**src/rtl/mem_access_stage.sv**
```systemverilog
// -----------------------------------------------------------------------------
// mem_access_stage
//   MEM pipeline stage between EX and WB. Turns an EX-stage load/store into a
//   request/response transaction on the data SRAM port. While that transaction
//   is in flight it stalls the front end. It replicates store data across the
//   byte lanes, extracts and extends load data, detects misaligned addresses
//   and produces the write-back value.
//
// Ports
//   clk, rst                  clock, asynchronous active-low reset
//   valid_i, flush            EX result valid / discard current instruction
//   MemRead_i, MemWrite_i     access kind
//   MemReadType_i[2:0]        [1:0] size (0 byte, 1 half, 2 word), [2] zero-extend
//   ALUResult, MemData        address (or ALU result) and store data
//   RegWrite_i, MemtoReg_i    write-back controls
//   WriteRegister_i           destination register
//   exception_i               exception from earlier stages (0 = none)
//   data_req/wr/size/addr/wdata  SRAM request channel
//   data_addr_ok, data_data_ok, data_rdata  SRAM handshake / response
//   stall_o                   freeze upstream stages
//   valid_o, RegWrite_o, WriteRegister_o, WBData  write-back result
//   exception_o, BadVAddr     exception code and faulting address
// -----------------------------------------------------------------------------
module mem_access_stage #(
    parameter logic [3:0] ADEL_CODE = 4'h4,
    parameter logic [3:0] ADES_CODE = 4'h5
) (
    input  logic        clk,
    input  logic        rst,
    input  logic        valid_i,
    input  logic        flush,
    input  logic        MemRead_i,
    input  logic        MemWrite_i,
    input  logic [2:0]  MemReadType_i,
    input  logic [31:0] ALUResult,
    input  logic [31:0] MemData,
    input  logic        RegWrite_i,
    input  logic        MemtoReg_i,
    input  logic [6:0]  WriteRegister_i,
    input  logic [3:0]  exception_i,
    output logic        data_req,
    output logic        data_wr,
    output logic [1:0]  data_size,
    output logic [31:0] data_addr,
    output logic [31:0] data_wdata,
    input  logic        data_addr_ok,
    input  logic        data_data_ok,
    input  logic [31:0] data_rdata,
    output logic        stall_o,
    output logic        valid_o,
    output logic        RegWrite_o,
    output logic [6:0]  WriteRegister_o,
    output logic [31:0] WBData,
    output logic [3:0]  exception_o,
    output logic [31:0] BadVAddr
);

    localparam logic [1:0] S_IDLE = 2'd0;
    localparam logic [1:0] S_REQ  = 2'd1;
    localparam logic [1:0] S_WAIT = 2'd2;
    localparam logic [1:0] S_DONE = 2'd3;

    logic [1:0]  r_state;
    logic [1:0]  w_state_next;
    logic        r_cancel;
    logic        w_cancel_next;
    logic [31:0] r_rdata_q;

    logic        w_is_word;
    logic        w_is_half;
    logic        w_is_mem;
    logic        w_misaligned;
    logic        w_mem_op;
    logic [31:0] w_byte_shift;
    logic [31:0] w_half_shift;
    logic [31:0] w_load_data;

    assign w_is_word    = (MemReadType_i[1:0] == 2'b10);
    assign w_is_half    = (MemReadType_i[1:0] == 2'b01);
    assign w_is_mem     = MemRead_i | MemWrite_i;
    assign w_misaligned = w_is_mem & ((w_is_word & (ALUResult[1:0] != 2'b00)) |
                                      (w_is_half & ALUResult[0]));
    assign w_mem_op     = valid_i & w_is_mem & (exception_i == 4'h0) &
                          ~w_misaligned & ~flush;

    // ------------------------------------------------------------------
    // Access FSM
    // ------------------------------------------------------------------
    always_ff @(posedge clk or negedge rst) begin
        if (!rst) begin
            r_state   <= S_IDLE;
            r_cancel  <= 1'b0;
            r_rdata_q <= 32'h0;
        end else begin
            r_state  <= w_state_next;
            r_cancel <= w_cancel_next;
            if (r_state == S_WAIT && data_data_ok) begin
                r_rdata_q <= data_rdata;
            end
        end
    end

    always_comb begin
        w_state_next  = r_state;
        w_cancel_next = r_cancel;
        case (r_state)
            S_IDLE: begin
                if (w_mem_op) begin
                    w_state_next = S_REQ;
                end
            end
            S_REQ: begin
                // A flush that coincides with acceptance cannot retract the
                // request, so the response is drained and the result dropped.
                if (data_addr_ok) begin
                    w_state_next = S_WAIT;
                    if (flush) begin
                        w_cancel_next = 1'b1;
                    end
                end else if (flush) begin
                    w_state_next = S_IDLE;
                end
            end
            S_WAIT: begin
                if (flush) begin
                    w_cancel_next = 1'b1;
                end
                if (data_data_ok) begin
                    w_state_next = S_DONE;
                end
            end
            default: begin
                w_cancel_next = 1'b0;
                w_state_next  = S_IDLE;
            end
        endcase
    end

    // ------------------------------------------------------------------
    // Request channel
    // ------------------------------------------------------------------
    assign data_req  = (r_state == S_REQ);
    assign data_wr   = MemWrite_i;
    assign data_size = MemReadType_i[1:0];
    assign data_addr = w_is_word ? {ALUResult[31:2], 2'b00} : ALUResult;

    // Each byte lane carries the store byte the SRAM expects on it for any
    // address offset of the chosen size.
    genvar gi;
    generate
        for (gi = 0; gi < 4; gi++) begin : g_wlane
            always_comb begin
                if (w_is_word) begin
                    data_wdata[8*gi +: 8] = MemData[8*gi +: 8];
                end else if (w_is_half) begin
                    data_wdata[8*gi +: 8] = MemData[8*(gi % 2) +: 8];
                end else begin
                    data_wdata[8*gi +: 8] = MemData[7:0];
                end
            end
        end
    endgenerate

    // ------------------------------------------------------------------
    // Handshake to the pipeline; forced quiet while reset is asserted so
    // upstream is released even if its inputs still describe a memory op.
    // ------------------------------------------------------------------
    always_comb begin
        stall_o = 1'b0;
        valid_o = 1'b0;
        case (r_state)
            S_IDLE: begin
                stall_o = w_mem_op;
                valid_o = valid_i & ~flush & ~w_mem_op;
            end
            S_REQ, S_WAIT: begin
                stall_o = 1'b1;
            end
            default: begin
                valid_o = ~r_cancel;
            end
        endcase
        if (!rst) begin
            stall_o = 1'b0;
            valid_o = 1'b0;
        end
    end

    // ------------------------------------------------------------------
    // Load extraction and write-back
    // ------------------------------------------------------------------
    assign w_byte_shift = r_rdata_q >> {ALUResult[1:0], 3'b000};
    assign w_half_shift = r_rdata_q >> {ALUResult[1], 4'b0000};

    always_comb begin
        if (w_is_half) begin
            w_load_data = {{16{~MemReadType_i[2] & w_half_shift[15]}}, w_half_shift[15:0]};
        end else if (MemReadType_i[1:0] == 2'b00) begin
            w_load_data = {{24{~MemReadType_i[2] & w_byte_shift[7]}}, w_byte_shift[7:0]};
        end else begin
            w_load_data = r_rdata_q;
        end
    end

    assign WBData          = MemtoReg_i ? w_load_data : ALUResult;
    assign WriteRegister_o = WriteRegister_i;
    assign RegWrite_o      = RegWrite_i & valid_o & (exception_o == 4'h0);

    always_comb begin
        exception_o = 4'h0;
        BadVAddr    = 32'h0;
        if (exception_i != 4'h0) begin
            exception_o = exception_i;
        end else if (w_misaligned & MemRead_i) begin
            exception_o = ADEL_CODE;
            BadVAddr    = ALUResult;
        end else if (w_misaligned & MemWrite_i) begin
            exception_o = ADES_CODE;
            BadVAddr    = ALUResult;
        end
    end

endmodule

```
**config.mk**
```make
export PLATFORM = sky130hd
export DESIGN_NAME = mem_access_stage
export DESIGN_NICKNAME = d
export VERILOG_FILES = /design/src/rtl/mem_access_stage.sv
export SDC_FILE = /design/constraint.sdc
export NUM_CORES = 1
export LEC_CHECK = 0
export BUFFER_PORTS_ARGS = -buffer_cell sky130_fd_sc_hd__buf_2
export CAP_MARGIN = 20
export CORE_AREA = 2 2 103 105
export DETAILED_ROUTE_END_ITERATION = 7
export DIE_AREA = 0 0 105 107
export PLACE_DENSITY = 0.72
export SETUP_SLACK_MARGIN = 0.05
export SYNTH_ARGS = -nofsm -noshare
export SYNTH_HDL_FRONTEND = slang
export SYNTH_SLANG_ARGS = --single-unit
```
**constraint.sdc**
```tcl
create_clock -name clk -period 2.2 [get_ports clk]
set_input_delay 0.44 -clock clk [delete_from_list [all_inputs] [get_ports clk]]
set_output_delay 0.44 -clock clk [all_outputs]
set_load 0.01 [all_outputs]
```
Word level (Yosys, flattened, before mapping)

Cells that the tools add are included.

Register bits after elaboration: 35
Bits of input ports: 120
Word-level logic and storage cells: 72

Eq/ne operators: 8
Shifts and indexed selects: 2
Muxes and demuxes: 26
Bitwise logic cells: 23
Reduce and logical (&&, ||, !) cells: 10

Operator list:

| operator             | count |
|---|---|
| $mux W32             | 6 |
| $mux W8              | 4 |
| $shr A32 B5 Y16      | 1 |
| $shr A32 B5 Y8       | 1 |
| $and A1 B1 Y1        | 15 |
| $mux W2              | 5 |
| $logic_not A4 Y1     | 2 |
| $mux W3              | 2 |
| $not A1 Y1           | 6 |
| $pmux W2 S3          | 1 |
| $eq A2 B1 Y1 const B | 2 |
| $eq A2 B2 Y1 const B | 2 |
| $logic_not A2 Y1     | 2 |
| $mux W1              | 4 |
| $mux W4              | 1 |
| $ne A2 B2 Y1 const B | 2 |
| $pmux W1 S2          | 2 |
| $reduce_bool A4 Y1   | 1 |
| $ne A3 B2 Y1 const B | 1 |
| $pmux W1 S3          | 1 |
| $reduce_and A3 Y1    | 1 |
| $ne A2 B1 Y1 const B | 1 |
| $or A1 B1 Y1         | 2 |
| $reduce_and A2 Y1    | 1 |
| other kinds (3)      | 3 |

Depth between registers and ports, before layout

Word-level depth: 13
Depth in mapped cells: 7

Worst setup path after synthesis

No wires, ideal clock.

Path kind: in2out
From: in ALUResult[1]
To: out WBData[10]
Arrival time: 1.535 ns
Slack: 0.225 ns
Cell stages on the path: 5
Path through: buf_6 mux4_2 nor2b_4 nor3_2 a221oi_1

Longest elaborated chain between the ends: 5
Elaborated cells between the ends (all ways): 6

Ends and longest elaborated chain:

| item               | line | text |
|---|---|---|
| start: declaration | 35   | `input logic [31:0] ALUResult,` |
| $shr A32 B5 Y8     | 192  | `assign w_byte_shift = r_rdata_q >> {ALUResult[1:0], 3'b000};` |
| $and A1 B1 Y1      | 199  | `w_load_data = {{24{~MemReadType_i[2] & w_byte_shift[7]}}, w_byte_shift[7:0]};` |
| $mux W32           | 198  | `end else if (MemReadType_i[1:0] == 2'b00) begin` |
| $mux W32 (*)       | 196  | `if (w_is_half) begin` |
| $mux W32 (*)       | 205  | `assign WBData = MemtoReg_i ? w_load_data : ALUResult;` |
| end: declaration   | 53   | `output logic [31:0] WBData,` |

Every way passes the cells marked *; elsewhere a longest branch is shown, timed or not.

Worst setup path after layout

From: reg r_rdata_q[7]
To: out WBData[14]

Longest elaborated chain between the ends: 5

Ends and longest elaborated chain:

| item                     | line | text |
|---|---|---|
| start: declaration       | 67   | `logic [31:0] r_rdata_q;` |
| start signal: assignment | 98   | `r_rdata_q <= data_rdata;` |
| $shr A32 B5 Y8           | 192  |  |
| $and A1 B1 Y1            | 199  |  |
| $mux W32                 | 198  |  |
| $mux W32                 | 196  |  |
| $mux W32                 | 205  |  |

Every way passes these cells.

==> flow_summary.rst <==
.. list-table::
   :header-rows: 1

   * - Metric
     - Value
   * - Category of the critical setup timing path
     - reg -> out
   * - Signal arrival time at the worst endpoint
     - 1.83 ns
   * - Final hold slack
     - 0.279 ns
   * - Post-route DRC violation count
     - 0
   * - Data required time of the critical path
     - 1.76 ns
   * - Residual antenna-violating net count after detailed routing
     - 0
   * - Wire length reported by the detailed router
     - 15.6 mm
   * - Post-route non-filler standard cell count
     - 819
   * - Cells traversed along the worst timing path
     - mux4_2 -> nor2b_4 -> o31ai_4 -> o2bb2ai_1 -> buf_2
   * - Largest net degree at the start of global routing
     - 36
   * - CTS Buffer Depth
     - 2
   * - Via count
     - 4190
   * - Worst hold path class
     - in -> async
   * - Height of the die
     - 107 um
   * - Post-synth EDFFs
     - 0
   * - Timing-limited maximum frequency
     - 0.440 GHz
   * - Switching power
     - 1.74 mW
   * - Distinct cells, synth
     - 47
   * - Setup-violating endpoint count in the final report
     - 28
   * - I/O pins
     - 266
   * - Fraction of power consumed by the clock network
     - 13.8%
   * - Unrepaired setup endpoints after global routing
     - true
   * - Synthesized Nets
     - 570
   * - Fraction of final layout cells sized beyond drive strength 1
     - 60.5%
   * - Number of placement rows
     - 37
   * - Core region area
     - 10100 um^2
   * - Die outline area
     - 11200 um^2
   * - Overall global routing resource usage
     - 24.2%
   * - Initial cell density of the core
     - 35.2%
   * - Maximum vdd ir drop
     - 750 uV
   * - Number of global-route vias before repair
     - 3836
   * - Kind of end point of the critical path
     - output port
   * - Slowest stage delay, CP
     - 0.45 ns
   * - Slowest stage cell, crit path
     - mux4_2
   * - Utilization after layout
     - 56.0%
   * - Commonest cells after routing, fill and taps aside
     - buf_2, nand2_1, buf_6, buf_4, dfrtp_1
   * - Number of nets in the layout
     - 806
   * - Detailed Place HPWL
     - 11.5 mm
   * - Sequential element share of the synthesized area
     - 24.6%
   * - Relative slew margins
     - 66.7%
   * - Seq pwr share
     - 32.2%
   * - Gate count after technology mapping
     - 446
   * - Tot Pwr
     - 4.29 mW
   * - Total clock buffers created by CTS
     - 5
   * - Power Density
     - 760 nW/um^2
   * - Number of flip-flops and latches in the synthesized netlist
     - 35
   * - Number of buffers and inverters on the critical path
     - 1
   * - Final count of hold timing violations
     - 0
   * - Synth Area per Inst
     - 7.97 um^2
   * - Worst Setup Slack post-DPL
     - -0.0447 ns
   * - Combinational power share
     - 54.0%
   * - H-tree level count
     - 2
   * - Most common library cell in the layout ignoring fill and taps
     - buf_2
   * - LEAKAGE
     - 2.92 nW
   * - Number of pins exceeding their max-slew limit in the final report
     - 0
   * - Input/output buffers
     - 251
   * - Clock tree from TritonCTS
     - built
   * - Number of diodes
     - 0
   * - Count of filler cells inserted in the layout
     - 937
   * - Syn-to-layout area delta
     - 59.1%
   * - Ys Warns
     - 0
   * - Post-route setup slack
     - -0.0749 ns
   * - Outcome
     - complete, but fails checks
   * - Final min period
     - 2.27 ns
   * - Ys flop type
     - dfrtp_1
   * - Post-synth design cell area
     - 3550 um^2
   * - First DRT Iteration DRCs
     - 425
   * - Initial antenna violation count
     - 0
   * - Final Instance Area
     - 5650 um^2
   * - Number of max-capacitance violations reported
     - 0
   * - Share of the clock period used by the worst path after layout
     - 103%
   * - Largest delay contributor family on the critical path
     - multiplexers
   * - Failing checks
     - negative setup slack
   * - Post-detailed-placement cell area
     - 4750 um^2
   * - Largest clock skew in the final design
     - 0.00339 ns
   * - Nature of the critical path startpoint
     - flip-flop
   * - Detailed-route wire length per cell
     - 19.1 um
   * - Post-CTS Hold Buffers
     - 0
   * - Measured slew at the worst slew-check pin
     - 0.498 ns
   * - Share of total power consumed by net switching
     - 40.5%
   * - Placed Instances
     - 788
   * - Clock insertion delay at the later pin of the skew report
     - 0.28 ns
   * - Critical path fanouts, max
     - 4
   * - Share of flip-flops with an asynchronous set or reset after synthesis
     - 100%
   * - Power Internal
     - 2.55 mW
   * - Total gr overflow
     - 0
   * - Final estimated routing congestion in global placement
     - 0.861
   * - Number of vias per cell
     - 5.12
   * - Horizontal die dimension
     - 105 um
   * - Global-route wire length before repair
     - 21.1 mm
   * - Setup_tns
     - -0.734 ns
   * - Initial DRT Pass Iterations
     - 4
   * - Post-CTS clock slew at the launch and capture registers of the worst setup and hold paths
     - 0.07 ns
   * - Sinks on the clock net
     - 35
   * - Cell chosen for the clock root
     - clkbuf_8
==> registers in the layout, summed over array words and instances, names as in the netlist <==
name	flops
r_rdata_q	32
r_state	2
r_cancel	1
==> metal layers <==
layer  up-vias  share of wire [%]  track usage, %
li1       1963                  -               -
met1      2015                 42            32.2
met2       184                 51            41.5
met3        28                5.3            2.98
met4         0                1.9            6.38
met5         -                  0               0
==> synthesized netlist by cell type, types with 2 or more instances <==
cell type  count  area, um^2
a211oi_1       6        45.0
a21o_1         2        15.0
a21oi_1       32         160
a21oi_2        2        17.5
a221oi_1       3        26.3
a222oi_1       3        30.0
a22o_1         6        52.6
a22oi_1        5        37.5
a311oi_1       2        17.5
a31o_2         2        17.5
and2_1        35         219
buf_1          3        11.3
buf_2          7        35.0
buf_4         49         368
buf_6          4        45.0
clkbuf_1      13        48.8
clkbuf_2       3        15.0
dfrtp_1       35         876
ha_1           4        50.1
inv_1         13        48.8
mux2_2        33         372
mux2i_1       15         150
nand2_1       79         297
nand2b_1       6        37.5
nor2_1        30         113
nor2b_1        9        56.3
nor2b_4        2        27.5
nor3_1         3        15.0
nor3b_1        3        22.5
nor4_1         3        18.8
o2111ai_1      2        17.5
o21ai_0        4        20.0
o221ai_1       5        43.8
o22ai_1        6        37.5
o2bb2ai_1      4        35.0
or2_2          2        12.5
==> cells by family after synthesis <==
logic type	count (synthesis)	share of synthesized area [%]
compound gates	91	18.7
fa+ha+maj	4	1.41
buf+inv	92	16.1
flops	35	24.6
mux	49	15.3
simple gates	175	23.8
==> power groups by stage <==
stage          clock network, mW  logic [mW]  registers (mW)
2_1_floorplan                  0        1.33            1.18
4_1_cts                    0.608        2.14            1.34
6_report                   0.592        2.32            1.38
3_5_place_dp                   0        1.99            1.35
3_3_place_gp                   0        1.94            1.35
5_1_grt                    0.623        2.50            1.41
==> worst paths after layout <==
path	slack, ns	start	cells past startpoint	end
setup reg to reg	0.40	r_state[0]$_DFFE_PN0P_	6	r_state[0]$_DFFE_PN0P_
max in group asynchronous	1.59	rst	2	r_state[1]$_DFFE_PN0P_
min in group clk	0.38	data_rdata[26]	2	r_rdata_q[26]$_DFFE_PN0P_
setup / recovery	-0.07	r_rdata_q[7]$_DFFE_PN0P_	5	WBData[14]
hold reg to reg	0.54	r_cancel$_DFFE_PN0P_	2	r_cancel$_DFFE_PN0P_
hold / removal	0.28	rst	2	r_rdata_q[13]$_DFFE_PN0P_
==> final cells by class <==
type / instances / area [um^2] / share of cell area [%]
inverter: 13 / 48.8 / 0.863
clock inverter: 2 / 35.0 / 0.620
sequential: 35 / 877 / 15.5
timing repair buffer: 308 / 2120 / 37.4
multi-input combinational: 319 / 2320 / 41.1
clock buffer: 6 / 82.6 / 1.46
tap: 136 / 170 / 3.01
==> what timing repair did <==
action	4_1_cts	5_1_grt
resized for setup	44	89
gates cloned	3	3
buffers inserted	9	11
pin swaps	18	41
setup endpoints to repair	60	89
Power figures use the tool's default switching activity.
